## src/rtl/muldiv_seq.sv

```systemverilog
// -----------------------------------------------------------------------------
// muldiv_seq
//   Multi-cycle sequencer for the HI/LO multiply/divide resource in EX.
//   MULT/MULTU complete a fixed MUL_CYCLES edges after acceptance. DIV/DIVU run
//   a 32-step restoring divide on magnitudes followed by one sign-fix edge.
//   MTHI/MTLO write HI/LO directly in IDLE without a done pulse.
//
// Ports
//   clk       in   1   rising-edge clock
//   rst       in   1   synchronous active-high reset
//   op_valid  in   1   EX presents an HI/LO op
//   op        in   3   0=none 1=MULT 2=MULTU 3=DIV 4=DIVU 5=MTHI 6=MTLO (7 ignored)
//   a, b      in   32  rs / rt operands
//   op_ready  out  1   unit idle, op can be accepted
//   mf_req    in   1   MFHI/MFLO in EX this cycle
//   flush     in   1   abort the in-flight op; blocks acceptance in IDLE
//   stall     out  1   hold the pipeline (busy and a new op / MF arrives)
//   busy      out  1   mul/div in flight
//   done      out  1   one-cycle pulse when a new HI/LO result is visible
//   hi_o,lo_o out  32  architectural HI / LO
// -----------------------------------------------------------------------------
module muldiv_seq #(
    parameter int MUL_CYCLES = 4
) (
    input  logic        clk,
    input  logic        rst,
    input  logic        op_valid,
    input  logic [2:0]  op,
    input  logic [31:0] a,
    input  logic [31:0] b,
    output logic        op_ready,
    input  logic        mf_req,
    input  logic        flush,
    output logic        stall,
    output logic        busy,
    output logic        done,
    output logic [31:0] hi_o,
    output logic [31:0] lo_o
);

    localparam logic [2:0] OP_MULT  = 3'd1;
    localparam logic [2:0] OP_MULTU = 3'd2;
    localparam logic [2:0] OP_DIV   = 3'd3;
    localparam logic [2:0] OP_DIVU  = 3'd4;
    localparam logic [2:0] OP_MTHI  = 3'd5;
    localparam logic [2:0] OP_MTLO  = 3'd6;

    localparam logic [4:0] MUL_LAST = 5'(MUL_CYCLES);
    localparam logic [4:0] DIV_LAST = 5'd31;

    typedef enum logic [1:0] {
        ST_IDLE = 2'd0,
        ST_MUL  = 2'd1,
        ST_DIV  = 2'd2,
        ST_FIX  = 2'd3
    } state_t;

    state_t      r_state;
    state_t      w_state_next;
    logic [4:0]  r_cnt;
    // r_opa: multiplicand, or dividend magnitude shifting into the quotient.
    // r_opb: multiplier, or divisor magnitude.
    logic [31:0] r_opa;
    logic [31:0] r_opb;
    logic [31:0] r_rem;
    logic        r_mul_signed;
    logic        r_neg_q;
    logic        r_neg_r;
    logic [31:0] r_hi;
    logic [31:0] r_lo;
    logic        r_done;

    logic        w_idle;
    logic        w_accept;
    logic        w_div_signed;
    logic [31:0] w_abs_a;
    logic [31:0] w_abs_b;
    logic [63:0] w_mul_a;
    logic [63:0] w_mul_b;
    logic [63:0] w_product;
    logic [32:0] w_shift;
    logic [32:0] w_diff;
    logic [31:0] w_rem_next;
    logic [31:0] w_quo_next;

    assign w_idle   = (r_state == ST_IDLE);
    // flush also blocks acceptance so a squashed instruction never issues.
    assign w_accept = op_valid & w_idle & ~flush & (op >= OP_MULT) & (op <= OP_MTLO);

    assign w_div_signed = (op == OP_DIV);
    // Magnitude of 0x80000000 stays 0x80000000, which is correct read as unsigned.
    assign w_abs_a = (w_div_signed && a[31]) ? (32'd0 - a) : a;
    assign w_abs_b = (w_div_signed && b[31]) ? (32'd0 - b) : b;

    // Sign- or zero-extend to 64 bits; the low 64 bits of the product are the
    // same whether the multiply is interpreted as signed or unsigned.
    assign w_mul_a   = {{32{r_mul_signed & r_opa[31]}}, r_opa};
    assign w_mul_b   = {{32{r_mul_signed & r_opb[31]}}, r_opb};
    assign w_product = w_mul_a * w_mul_b;

    // One restoring step: shift the next dividend bit into the partial
    // remainder and subtract the divisor if it fits. The partial remainder is
    // always below the divisor, so a non-negative difference fits in 32 bits.
    assign w_shift = {r_rem, r_opa[31]};
    assign w_diff  = w_shift - {1'b0, r_opb};

    always_comb begin
        w_rem_next = w_shift[31:0];
        w_quo_next = {r_opa[30:0], 1'b0};
        if (!w_diff[32]) begin
            w_rem_next = w_diff[31:0];
            w_quo_next = {r_opa[30:0], 1'b1};
        end
    end

    // Next-state logic
    always_comb begin
        w_state_next = r_state;
        case (r_state)
            ST_IDLE: begin
                if (w_accept) begin
                    if (op == OP_MULT || op == OP_MULTU) begin
                        w_state_next = ST_MUL;
                    end else if ((op == OP_DIV || op == OP_DIVU) && b != 32'd0) begin
                        w_state_next = ST_DIV;
                    end
                end
            end
            ST_MUL: begin
                if (flush || r_cnt == MUL_LAST) begin
                    w_state_next = ST_IDLE;
                end
            end
            ST_DIV: begin
                if (flush) begin
                    w_state_next = ST_IDLE;
                end else if (r_cnt == DIV_LAST) begin
                    w_state_next = ST_FIX;
                end
            end
            ST_FIX: begin
                w_state_next = ST_IDLE;
            end
            default: begin
                w_state_next = ST_IDLE;
            end
        endcase
    end

    // State register and datapath
    always_ff @(posedge clk) begin
        if (rst) begin
            r_state      <= ST_IDLE;
            r_cnt        <= 5'd0;
            r_opa        <= 32'd0;
            r_opb        <= 32'd0;
            r_rem        <= 32'd0;
            r_mul_signed <= 1'b0;
            r_neg_q      <= 1'b0;
            r_neg_r      <= 1'b0;
            r_hi         <= 32'd0;
            r_lo         <= 32'd0;
            r_done       <= 1'b0;
        end else begin
            r_state <= w_state_next;
            r_done  <= 1'b0;
            case (r_state)
                ST_IDLE: begin
                    if (w_accept) begin
                        case (op)
                            OP_MULT, OP_MULTU: begin
                                r_opa        <= a;
                                r_opb        <= b;
                                r_mul_signed <= (op == OP_MULT);
                                r_cnt        <= 5'd1;
                            end
                            OP_DIV, OP_DIVU: begin
                                if (b == 32'd0) begin
                                    // Divide by zero: HI/LO untouched, just signal completion.
                                    r_done <= 1'b1;
                                end else begin
                                    r_opa   <= w_abs_a;
                                    r_opb   <= w_abs_b;
                                    r_rem   <= 32'd0;
                                    r_neg_q <= w_div_signed & (a[31] ^ b[31]);
                                    r_neg_r <= w_div_signed & a[31];
                                    r_cnt   <= 5'd0;
                                end
                            end
                            OP_MTHI: r_hi <= a;
                            OP_MTLO: r_lo <= a;
                            default: ;
                        endcase
                    end
                end
                ST_MUL: begin
                    if (!flush) begin
                        r_cnt <= r_cnt + 5'd1;
                        if (r_cnt == MUL_LAST) begin
                            r_hi   <= w_product[63:32];
                            r_lo   <= w_product[31:0];
                            r_done <= 1'b1;
                        end
                    end
                end
                ST_DIV: begin
                    if (!flush) begin
                        r_opa <= w_quo_next;
                        r_rem <= w_rem_next;
                        r_cnt <= r_cnt + 5'd1;
                    end
                end
                ST_FIX: begin
                    if (!flush) begin
                        r_lo   <= r_neg_q ? (32'd0 - r_opa) : r_opa;
                        r_hi   <= r_neg_r ? (32'd0 - r_rem) : r_rem;
                        r_done <= 1'b1;
                    end
                end
                default: ;
            endcase
        end
    end

    assign op_ready = w_idle;
    assign busy     = ~w_idle;
    assign stall    = ~w_idle & (op_valid | mf_req);
    assign done     = r_done;
    assign hi_o     = r_hi;
    assign lo_o     = r_lo;

endmodule

```

## config.mk

```make
export PLATFORM = sky130hd
export DESIGN_NAME = muldiv_seq
export DESIGN_NICKNAME = d
export VERILOG_FILES = /design/src/rtl/muldiv_seq.sv
export SDC_FILE = /design/constraint.sdc
export NUM_CORES = 2
export LEC_CHECK = 0
export CAP_MARGIN = 25
export CORE_MARGIN = 2
export CORE_UTILIZATION = 23
export CTS_CLUSTER_DIAMETER = 200
export DETAILED_ROUTE_END_ITERATION = 8
export HOLD_SLACK_MARGIN = 0.05
export PLACE_DENSITY = 0.47
export SKIP_CTS_REPAIR_TIMING = 1
export SYNTH_ARGS = -nofsm -noshare
export SYNTH_HDL_FRONTEND = slang
export SYNTH_SLANG_ARGS = --single-unit
export TNS_END_PERCENT = 30
```

## constraint.sdc

```tcl
create_clock -name clk -period 13.03 [get_ports clk]
set_input_delay 1.9545 -clock clk [delete_from_list [all_inputs] [get_ports clk]]
set_output_delay 1.9545 -clock clk [all_outputs]
set_load 0.05 [all_outputs]
```

Yosys cells after proc, flatten, opt, wreduce, memory -nomap -nowiden
Cells that the tools add are included.
Widths: inputs -> output; s select.

storage, ports and cells
  register bits after elaboration = 171
  bits in latches = 0
  memory bits (writable) = 0
  memory bits (read-only) = 0
  bits of input ports = 72
  word-level logic and storage cells = 135
  memories = 0

operators by class
  $add $sub $neg = 6
  $mul = 1
  div/mod/pow operators = 0
  magnitude comparators = 2
  equality and inequality tests = 27
  shift operators = 0
  multiplexer cells = 49
  bitwise operators = 14
  reduce and logical (&&, ||, !) cells = 25

operator list
  kind                   count
  $mux 32                23
  $pmux 32 s2            4
  $pmux 32 s3            2
  $sub 1x32->32 const A  4
  $mul 33x33->64         1
  $sub 33x32->33         1
  $logic_not 32->1       1
  $reduce_bool 32->1     1
  $pmux 5 s2             2
  $ne 2x2->1 const B     8
  $mux 5                 3
  $reduce_and 5->1       3
  $mux 2                 6
  $reduce_and 4->1       3
  $reduce_and 6->1       2
  $and 1x1->1            9
  $eq 3x3->1 const B     3
  $ne 2x1->1 const B     4
  $pmux 2 s4             1
  $mux 1                 7
  $eq 3x2->1 const B     2
  $ne 3x1->1 const B     2
  $ne 3x3->1 const B     2
  $reduce_bool 2->1      3
  18 further kinds       27

Longest topological paths before layout
  word-level depth = 7
  depth in mapped cells = 31
  mapped depth without buffers = 28

Worst setup path before layout
Ideal clock, no wire load.

  kind = register -> register
  from = register r_opa[31]
  to = register r_hi[15], in the netlist hi_o[15]
  data arrival time = 8068 ps
  required time = 12896 ps
  path slack = 4828 ps
  cell stages (with the launch flop) = 28
  buffers on the path = 4
  clock period less this slack = 8202 ps
  path through = dfxtp_1 > clkbuf_1 > clkbuf_1 > and3_1 > fa_1 > fa_1 > fa_1 > inv_1 > fa_1 > inv_1 > fa_1 > fa_1 > fa_1 > inv_1 > fa_1 > inv_1 > ha_1 > clkbuf_1 > and3_1 > clkbuf_1 > nand4_1 > or4b_1 > a21oi_1 > o311ai_1 > a21oi_1 > mux2_1 > o21ai_0 > a211oi_1

between the ends
  word-level cells in the longest chain between the ends = 5

ends and longest elaborated chain
  item                    RTL line  source
  start, declared         63        logic [31:0] r_opa;
  start signal, assigned  182       r_opa <= w_abs_a;
  start signal, assigned  208       r_opa <= w_quo_next;
  $and 1x1->1             97        assign w_mul_a = {{32{r_mul_signed & r_opa[31]}}, r_opa};
  $mul 33x33->64 *        99        assign w_product = w_mul_a * w_mul_b;
  $mux 32 *               199       if (r_cnt == MUL_LAST) begin
  $mux 32 *               197       if (!flush) begin
  $pmux 32 s3 *           167       case (r_state)
  end signal, assigned    200       r_hi <= w_product[63:32];
  end signal, assigned    216       r_hi <= r_neg_r ? (32'd0 - r_rem) : r_rem;
  end, declared           69        logic [31:0] r_hi;

Mark *: on every way between the ends. The rest lies on a longest branch, timed or not. The select of a mux whose other input is x is not followed.
A chain may end at the register's enable or synchronous reset.

Final worst setup path
Ends and elaborated chain as after synthesis.

==> results.yml <==
flow_run:
  cap_violations: 0
logic_synthesis:
  ys_async_sr_fraction_pct: 0
  syn_area_sq_mm: 0.0496
  synthXorXnorAreaFrac_pct: 3.69
  avgSynthCellArea_sq_um: 8.57
  ys_types: 81
  postSynthCellCount: 5792
  synth.area.top_cells: "fa_1 45%, inv_1 9.0%, nand2_1 7.1%"
  synth.top_cell.area_share_pct: 45.4
  synth_edf_count: 0
  ys_warn_count: 0
  synth_top_family_by_area: "adder cells"
  postSynthNetCount: 7246
  synthMuxAreaShare_pct: 0.670
  synth_flop_cell: "dfxtp_1"
  synth_top_area_cell: "fa_1"
  synth.most_common_cell: "inv_1"
  synth-simple-area-share_pct: 16.1
  ys_ff_latch: 171
  yosysSeqAreaShare_pct: 6.90
  yosys-top-cells-count: "1192 x inv_1, 1126 x fa_1, 941 x nand2_1"
  synth-compound-area-share_pct: 9.00
  synthAdderAreaFrac_pct: 51.9
detailed_routing:
  drtIter0Drc: 2568
  first_pass_iters: 5
  vias: 39600
  wirelength_mm: 182
  ant_nets: 0
  vias_per_cell: 4.63
  drc_errors: 0
  wl_per_cell_microns: 21.3
power:
  p_per_area_mw_per_mm2: 98.3
  p_leak_nw: 24.6
  ir_drop_v: 0.000120
floorplan:
  start_util_pct: 23.1
  ios: 140
  rows: 170
  die_y_microns: 469
  die_area_sq_mm: 0.220
  die_w_microns: 469
  core-area_sq_mm: 0.215
worst_hold_path:
  holdPathStages: 2
  hp-class: "reg -> reg"
cts:
  clk_pin_slew_worst_paths_ps: 80
  cts_root_buffer: "clkbuf_16"
  clock_sinks: 171
  htreeDepth: 4
  cts_max_path_buffers: 2
  cts_tree: "yes"
  numCtsBuffers: 17
  clkLatencyLatePin_ps: 540
placed_design:
  hpwl_mm: 145
  place_congestion: 0.887
  place.port_buffers: 139
setup_path:
  cp.arrival_ps: 10120
  r2r_cells: 26
  setup.worst_path.class: "reg -> reg"
  cp-start-kind: "flop"
  end_kind: "flop"
  path_max_fanout: 41
  critical_path_required_ps: 13410
  reg2reg_slack_ps: 3290
outcome:
  status: "completed"
timing:
  worstMarginPinSlew_ps: 1170
  fin_crit_sh_pct: 74.7
  min_period_ps: 9740
  hold_viol_final: 0
  setup_viol: 0
  skew_ps: 21.7
  max_clock_freq_ghz: 0.103
  maxSlewViolCount: 0
  holdWs_ps: 462
  rsz0062_at_grt: "false"
  tns_ps: 0
  slew_headroom_pct: 21.8
global_routing:
  grt_overflow: 0
  grt_pass1_vias: 42300
  grt_util_all_layers_pct: 16.8
  antenna_found_initial: 9
  grt_pass1_wl_mm: 275
  grt_max_degree: 74
finish:
  final_nets: 7149
  final_layout_size_suffix_gt1_share_pct: 3.24
  area_growth_pct: 10.3
-- routing by layer --
metal  GRT usage (%)  share of wire [%]  vias up
met5               0             0.0060        -
met4            7.01                4.5        2
met3            1.94                5.1      223
met2            29.2                 50     1193
met1            21.1                 41    20800
li1                -                  -    17300
-- logic make-up after synthesis --
| kind of cell | Yosys count |
|---|---|
| flip-flops | 171 |
| multiplexers | 33 |
| AND/OR/NAND/NOR | 1766 |
| buffers and inverters | 1553 |
| AO/OA/AOI/OAI | 678 |
| adder cells (fa/ha/maj) | 1382 |
| XOR/XNOR | 209 |
-- cell type report --
| class | instances | area (sq um) |
|---|---|---|
| clock buffer | 18 | 439 |
| clock inverter | 14 | 151 |
| inverter | 1193 | 4480 |
| timing repair buffer | 244 | 2240 |
| tap | 2838 | 3550 |
| multi-input combinational | 4068 | 40500 |
| antenna | 2 | 5.00 |
| fill | 23200 | 160000 |
| sequential | 171 | 3430 |
-- through the flow --
step | utilization (%) | cells | area (sq um) | setup WS, ps | power [mW]
4_1_cts | 25.5 | 8543 | 54700 | 3450 | 5.39
3_3_place_gp | 25.2 | 8508 | 54100 | 3670 | 4.77
3_5_place_dp | 25.2 | 8511 | 54100 | 3470 | 4.79
6_report | 25.5 | 8548 | 54800 | 3290 | 5.38
2_1_floorplan | - | 5792 | 49600 | 4830 | 3.22
5_1_grt | 25.5 | 8546 | 54800 | 2930 | 5.73
-- path summary, 6_finish.rpt --
check	start	end
worst max register to register	r_opa[31]	hi_o[15]
worst min-delay path	r_opa[16]	r_opa[16]
worst min register to register	r_opa[16]	r_opa[16]
worst max-delay path	r_opa[31]	hi_o[15]
-- sequential cells by signal, summed over array words and instances (netlist names) --
| signal | cells |
|---|---|
| hi_o | 32 |
| lo_o | 32 |
| r_opa | 32 |
| r_opb | 32 |
| r_rem | 32 |
| r_cnt | 5 |
| r_state | 2 |
| done | 1 |
| r_mul_signed | 1 |
| r_neg_q | 1 |
| r_neg_r | 1 |
-- where the power goes --
| group | switching, mW | internal, mW | total (mW) | leakage (nW) |
|---|---|---|---|---|
| clock network | 0.295 | 0.275 | 0.570 | 0.282 |
| registers | 0.232 | 0.658 | 0.890 | 1.39 |
| logic | 2.75 | 1.17 | 3.92 | 22.9 |
-- cell usage in the layout (no fill, tap or decap), drive strengths merged, types with 7 or more instances in the layout --
cell type      instances
a32oi                  7
and2                 305
a221oi                21
a311oi                19
clkbuf                19
nand3                 40
o31ai                 40
a31oi                 18
xor2                  59
o21a                  12
o211ai                 8
mux2i                 31
nor2b                 15
nand4                 17
fa                  1126
o41ai                 18
inv                 1198
o21bai                19
or4                   16
a21oi                185
nor4                  12
a221o                 22
and3                  28
nand2b                18
dfxtp                171
nor2                 260
nand3b                 8
nor3                  60
ha                   256
clkdlybuf4s50        138
or3                   17
xnor2                150
nand2                941
a21o                  30
buf                  105
a22oi                 19
o21ai                150
or2                   15
a211oi                58
-- worst max-delay path, stage by stage, from the launching register on --
cell	delay, ps
dfxtp_1	320
buf_4	390
and2_1	660
nand2_1	190
inv_1	170
fa_1	480
fa_1	560
fa_1	680
inv_1	330
fa_1	570
inv_1	50
fa_1	480
fa_1	500
fa_1	490
inv_1	50
fa_1	470
inv_1	40
ha_1	410
and3_1	410
nand4_1	210
or4b_1	530
a21oi_1	350
o311ai_1	230
a21oi_1	320
mux2_1	350
o21ai_0	170
a211oi_1	100
No activity file was read; power rests on OpenSTA's default activity.
